===== src/rtl/button_event_encoder.sv =====
// Four-button receive front end: two-flop sync, per-channel debounce, press/release/long-press
// event encoding into per-channel pending slots, fixed-priority arbiter and a FWFT event FIFO.
module button_event_encoder #(
  parameter int unsigned DEBOUNCE_CYCLES = 12000,
  parameter int unsigned LONG_CYCLES     = 6000000,
  parameter int unsigned FIFO_DEPTH      = 4
) (
  input  logic       CLK,
  input  logic       RST,
  input  logic       P1A7,
  input  logic       P1A8,
  input  logic       P1A9,
  input  logic       P1A10,
  input  logic       EVT_READY,
  input  logic       OVF_CLR,
  output logic       EVT_VALID,
  output logic [1:0] EVT_BTN,
  output logic [1:0] EVT_KIND,
  output logic       OVERFLOW,
  output logic       LED1,
  output logic       LED2,
  output logic       LED3,
  output logic       LED4
);

  localparam int unsigned NCH = 4;
  localparam int unsigned DBW = $clog2(DEBOUNCE_CYCLES);
  localparam int unsigned LW  = $clog2(LONG_CYCLES + 1);
  localparam int unsigned PW  = $clog2(FIFO_DEPTH);
  localparam int unsigned CW  = $clog2(FIFO_DEPTH + 1);

  localparam logic [1:0] KIND_PRESS   = 2'b00;
  localparam logic [1:0] KIND_RELEASE = 2'b01;
  localparam logic [1:0] KIND_LONG    = 2'b10;

  typedef struct packed {
    logic [1:0] btn;
    logic [1:0] kind;
  } evt_t;

  logic [NCH-1:0] pins;
  logic [NCH-1:0] sync1_q, sync2_q;
  logic [NCH-1:0] stable_q, stable_d;
  logic [DBW-1:0] db_cnt_q [NCH];
  logic [DBW-1:0] db_cnt_d [NCH];
  logic [LW-1:0]  long_cnt_q [NCH];
  logic [LW-1:0]  long_cnt_d [NCH];
  logic [NCH-1:0] ev_v;
  logic [1:0]     ev_kind [NCH];
  logic [NCH-1:0] pend_v_q, pend_v_d;
  logic [1:0]     pend_kind_q [NCH];
  logic [1:0]     pend_kind_d [NCH];
  logic [NCH-1:0] grant;
  logic           enq, deq, drop;
  evt_t           enq_evt;
  evt_t           mem_q [FIFO_DEPTH];
  evt_t           mem_d [FIFO_DEPTH];
  logic [PW-1:0]  wr_ptr_q, wr_ptr_d, rd_ptr_q, rd_ptr_d;
  logic [CW-1:0]  count_q, count_d;
  evt_t           head_q, head_d;
  logic           valid_q, valid_d;
  logic           ovf_q, ovf_d;

  assign pins = {P1A10, P1A9, P1A8, P1A7};

  // Per-channel debounce and event detection
  always_comb begin
    for (int i = 0; i < NCH; i++) begin
      stable_d[i]   = stable_q[i];
      db_cnt_d[i]   = '0;
      long_cnt_d[i] = long_cnt_q[i];
      ev_v[i]       = 1'b0;
      ev_kind[i]    = KIND_PRESS;
      if (sync2_q[i] != stable_q[i]) begin
        if (db_cnt_q[i] == DBW'(DEBOUNCE_CYCLES - 1)) begin
          stable_d[i] = sync2_q[i];
        end else begin
          db_cnt_d[i] = db_cnt_q[i] + DBW'(1);
        end
      end
      if (stable_d[i] && !stable_q[i]) begin
        ev_v[i]       = 1'b1;
        ev_kind[i]    = KIND_PRESS;
        long_cnt_d[i] = '0;
      end else if (!stable_d[i] && stable_q[i]) begin
        ev_v[i]    = 1'b1;
        ev_kind[i] = KIND_RELEASE;
      end else if (stable_d[i] && long_cnt_q[i] != LW'(LONG_CYCLES - 1)) begin
        // Saturates at the terminal value so long-press fires once per press
        long_cnt_d[i] = long_cnt_q[i] + LW'(1);
        if (long_cnt_d[i] == LW'(LONG_CYCLES - 1)) begin
          ev_v[i]    = 1'b1;
          ev_kind[i] = KIND_LONG;
        end
      end
    end
  end

  // Arbiter, pending slots, FIFO and overflow flag
  always_comb begin
    grant    = '0;
    enq      = 1'b0;
    enq_evt  = '0;
    drop     = 1'b0;
    mem_d    = mem_q;
    deq      = (count_q != '0) && EVT_READY;
    for (int i = 0; i < NCH; i++) begin
      if (!enq && pend_v_q[i] && (count_q < CW'(FIFO_DEPTH))) begin
        enq          = 1'b1;
        grant[i]     = 1'b1;
        enq_evt.btn  = 2'(i);
        enq_evt.kind = pend_kind_q[i];
      end
    end
    for (int i = 0; i < NCH; i++) begin
      pend_v_d[i]    = pend_v_q[i] && !grant[i];
      pend_kind_d[i] = pend_kind_q[i];
      if (ev_v[i]) begin
        if (pend_v_d[i]) begin
          drop = 1'b1;
        end else begin
          pend_v_d[i]    = 1'b1;
          pend_kind_d[i] = ev_kind[i];
        end
      end
    end
    if (enq) begin
      mem_d[wr_ptr_q] = enq_evt;
    end
    wr_ptr_d = wr_ptr_q + PW'(enq);
    rd_ptr_d = rd_ptr_q + PW'(deq);
    count_d  = count_q + CW'(enq) - CW'(deq);
    head_d   = mem_d[rd_ptr_d];
    valid_d  = (count_d != '0);
    ovf_d    = drop ? 1'b1 : (OVF_CLR ? 1'b0 : ovf_q);
  end

  always_ff @(posedge CLK or posedge RST) begin
    if (RST) begin
      sync1_q  <= '0;
      sync2_q  <= '0;
      stable_q <= '0;
      pend_v_q <= '0;
      wr_ptr_q <= '0;
      rd_ptr_q <= '0;
      count_q  <= '0;
      head_q   <= '0;
      valid_q  <= 1'b0;
      ovf_q    <= 1'b0;
      for (int i = 0; i < NCH; i++) begin
        db_cnt_q[i]    <= '0;
        long_cnt_q[i]  <= '0;
        pend_kind_q[i] <= '0;
      end
      for (int j = 0; j < FIFO_DEPTH; j++) begin
        mem_q[j] <= '0;
      end
    end else begin
      sync1_q  <= pins;
      sync2_q  <= sync1_q;
      stable_q <= stable_d;
      pend_v_q <= pend_v_d;
      wr_ptr_q <= wr_ptr_d;
      rd_ptr_q <= rd_ptr_d;
      count_q  <= count_d;
      head_q   <= head_d;
      valid_q  <= valid_d;
      ovf_q    <= ovf_d;
      for (int i = 0; i < NCH; i++) begin
        db_cnt_q[i]    <= db_cnt_d[i];
        long_cnt_q[i]  <= long_cnt_d[i];
        pend_kind_q[i] <= pend_kind_d[i];
      end
      for (int j = 0; j < FIFO_DEPTH; j++) begin
        mem_q[j] <= mem_d[j];
      end
    end
  end

  assign EVT_VALID = valid_q;
  assign EVT_BTN   = head_q.btn;
  assign EVT_KIND  = head_q.kind;
  assign OVERFLOW  = ovf_q;
  assign LED1      = stable_q[0];
  assign LED2      = stable_q[1];
  assign LED3      = stable_q[2];
  assign LED4      = stable_q[3];

endmodule


===== config.mk =====
export PLATFORM = sky130hd
export DESIGN_NAME = button_event_encoder
export DESIGN_NICKNAME = d
export VERILOG_FILES = /design/src/rtl/button_event_encoder.sv
export SDC_FILE = /design/constraint.sdc
export NUM_CORES = 1
export LEC_CHECK = 0
export BUFFER_PORTS_ARGS = -buffer_cell sky130_fd_sc_hd__buf_2
export CORE_MARGIN = 2
export CORE_UTILIZATION = 32
export CTS_BUF_LIST = sky130_fd_sc_hd__clkbuf_16
export DETAILED_ROUTE_END_ITERATION = 8
export SYNTH_ARGS = -nofsm -noshare
export SYNTH_HDL_FRONTEND = slang
export SYNTH_SLANG_ARGS = --single-unit

===== constraint.sdc =====
create_clock -name CLK -period 11.12 [get_ports CLK]
set_clock_uncertainty 0.05 [all_clocks]
set_input_delay 1.668 -clock CLK [delete_from_list [all_inputs] [get_ports CLK]]
set_output_delay 1.668 -clock CLK [all_outputs]
set_load 0.02 [all_outputs]

==> run summary <==
========================================================================================
Run status                                                                     completed
WS Path Type                                                                  reg -> reg
Post-synthesis instance area                                                  11,710 um2
Setup repair bufs after CTS                                                            0
Number of warnings printed during yosys synthesis                                      0
Data required time of the worst path                                            11.46 ns
Number of endpoints with negative hold slack in the final report                       0
Combinational share of power                                                       0.068
Core area                                                                     36,350 um2
Flip-flop and latch count after synthesis                                            201
Count of cells along the worst register-to-register path                               8
Detailed-placement wirelength estimate                                         18,050 um
Classification of the worst-slack hold path                                   reg -> reg
Peak supply drop                                                               0.1540 mV
Number of different library cells in the post-synthesis netlist                       77
Max-slew violation count                                                               0
Pin count of the biggest net entering global routing                                 128
Total wire length after detailed routing                                       26,360 um
Category of cells accounting for the largest share of critical-path delay   simple AND/OR/NAND/NOR gates
Area added between synthesis and finish                                           10.30%
Die area                                                                      38,130 um2
CTS tree                                                                             yes
Power density normalized to cell area                                       131.4 nW/um2
Final WS setup                                                                  7.753 ns
Count of buffer and inverter cells on the critical path                                1
Die Span X                                                                      195.3 um
Data arrival time of the critical path                                           3.70 ns
Cts repair resizes                                                                     0
H-Tree Depth                                                                           1
Post-synthesis sequential area ratio                                              0.4296
Root Driver                                                                    clkbuf_16
Period utilisation layout                                                         0.3028
Cell Chain, Critical Path                                                   ha_1, nand3_1, nor2_1, nand4_1, nand2_1, or2_0, buf_4, o41ai_1
Commonest cells post-synth                                                  201 x dfrtp_1, 139 x nor2_1, 114 x nand2_1, 102 x o21ai_0, 75 x nand3_1
Hold Worst Slack                                                               0.2961 ns
Sink count of the clock tree                                                         201
Wire length of the first global-routing pass                                   45,640 um
Cell type with the largest total area after synthesis                            dfrtp_1
CTS Hold Bufs                                                                          0
I/O pin total                                                                         18
Number of maximum-capacitance violations                                               0
Slew HR                                                                           0.3744
Prevailing post-synth register cell                                              dfrtp_1
Filler Cell Count                                                                  3,706
Number of instances in the synthesized netlist                                     1,326
Cell types occupying the most area after synthesis                          dfrtp_1 43%, nor2_1 4.5%, o21ai_0 4.4%
Number of synthesized flops with an enable pin                                         0
LEAKAGE                                                                      0.005104 uW
Post-detailed-route via-to-cell ratio                                              5.420
Unrepaired setup endpoints after global routing                                       no
Startpoint of the worst-slack reg-to-reg timing path                        long_cnt_q[23]
Number of antenna violations at the first check in global routing                      1
Transition time at the pin with the least slew margin                          0.9383 ns
Fraction of power consumed by sequential logic                                     0.456
Most common cell in the netlist                                                  dfrtp_1
Share of post-route cells with drive strength above 1                            0.07393
Overall fraction of global-route tracks in use                                    0.1400
Number of nets in the finished design                                              1,322
Weighted congestion reported at the end of routability-driven placement           0.8762
Final global-route overflow total                                                      0
Initial core utilization                                                          0.3221
Number of nets with antenna violations after detailed routing                          0
Worst setup slack for register-to-register paths                                 7.75 ns
Crit path largest cell delay                                                     0.62 ns
Num CTS Buffers                                                                       24
Critical path startpoint                                                    long_cnt_q[23]
Clk slew on worst S/H paths                                                      0.06 ns
Internal portion of total power                                                  1293 uW
Number of global-route vias before repair                                          9,139
Critical path endpoint category                                                flip-flop
Total stage count of the critical path                                                 8
HP Start                                                                      sync1_q[3]
Routed wirelength normalized by instance count                                  14.81 um
Later-pin clock latency in the skew report                                       0.52 ns
DRC Markers                                                                            0
Peak fanout along the critical path                                                   24
Inserted Diodes                                                                        0
Number of setup violations in the final report                                         0
Total vias in the final route                                                      9,648
Worst slack after detailed placement                                            7.523 ns
Placement row count                                                                   70
Number of buffers between clock root and the deepest sink                              3
Vertical die dimension                                                          195.3 um
Startpoint kind of the worst setup timing path                                 flip-flop
Length of the first detailed-routing pass in iterations                                5
Initial drt markers                                                                  824
Share of Yosys cell area claimed by the top area cell type                        0.4296
IO Port Bufs                                                                          17
Hold Path Depth                                                                        0
Slowest cell on the critical path                                                  or2_0
Net count of the mapped netlist                                                    1,352
Final core utilization                                                            0.3553
Net switching power of the design                                               403.5 uW
Net switching fraction of the power                                               0.2378
Post-route total power                                                           1697 uW
Sum Neg Setup Slack                                                                 0 ns
Highest clock frequency the design can meet                                   0.2970 GHz
Clock share of power                                                               0.475
Fraction of registers with async set or reset after synthesis                      1.000
Fin crit period                                                                 3.367 ns
Post-synthesis area per instance                                               8.829 um2
========================================================================================
per-layer routing:
| metal | track usage | vias to the layer above | routed length (um) |
|---|---|---|---|
| met5 | 0 | - | 15 |
| met4 | 0.03619 | 2 | 495 |
| met3 | 0.02211 | 39 | 1148 |
| met2 | 0.2269 | 171 | 12150 |
| met1 | 0.1952 | 4668 | 12550 |
| li1 | - | 4768 | - |
final cells by class:
type	count	area (um2)	share of cell area
inverters	45	176.4	0.01366
multi-input cells	1002	6191	0.4794
repair buffers	22	122.6	0.009495
clock buffers	25	625.6	0.04845
flip-flops and latches	201	5030	0.3895
well taps	468	585.6	0.04534
clock inverters	17	182.7	0.01415
power by group through the flow:
stage	registers (uW)	clock network, uW	logic, uW
after floorplan	782	0	90.4
after global placement	787	0	115
after detailed placement	787	0	118
after CTS	774	832	119
after global routing	777	863	132
final	774	807	116
cells in the final DEF, fill, tap and decap left out, types with 24 or more instances in the layout:
| cell | netlist | layout |
|---|---|---|
| a21oi_1 | 40 | 40 |
| clkbuf_16 | 0 | 25 |
| dfrtp_1 | 201 | 201 |
| inv_1 | 44 | 45 |
| nand2_1 | 114 | 114 |
| nand3_1 | 75 | 75 |
| nand4_1 | 42 | 42 |
| nor2_1 | 139 | 139 |
| nor3_1 | 30 | 30 |
| nor4_1 | 24 | 24 |
| o21ai_0 | 102 | 102 |
| o21ai_1 | 25 | 25 |
| o31ai_1 | 37 | 37 |
| xnor2_1 | 40 | 40 |
| xor2_1 | 40 | 40 |
cells by family (layout without fill, tap and decap cells):
family          after synthesis  after routing  synth area share
simple gates                584            584            0.2642
compound gates              296            296            0.1606
flops                       201            201            0.4296
buf+inv                     123            109           0.04157
xor+xnor                     80             80           0.05985
mux                          24             24           0.02426
fa+ha+maj                    18             18           0.01988
sequential cells by signal, indices dropped and copies added, names as in the netlist, 3 cells and up:
signal / cells
stable_q: 4
pend_v_q: 4
sync2_q: 4
db_cnt_q: 56
pend_kind_q: 8
count_q: 3
sync1_q: 4
mem_q: 16
long_cnt_q: 92
stage by stage:
step / cell area, um2 / cells
after CTS: 12910 / 1780
after detailed placement: 12110 / 1738
after global routing: 12910 / 1780
after floorplan: 11710 / 1326
after global placement: 12110 / 1738
final: 12910 / 1780
path summary, 6_finish.rpt:
kind,end
setup / recovery,long_cnt_q[28]
hold / removal,sync2_q[3]
setup reg to reg,long_cnt_q[28]
hold reg to reg,sync2_q[3]
max in group asynchronous,long_cnt_q[41]
min in group asynchronous,sync2_q[3]
Power figures use the tool's default switching activity.
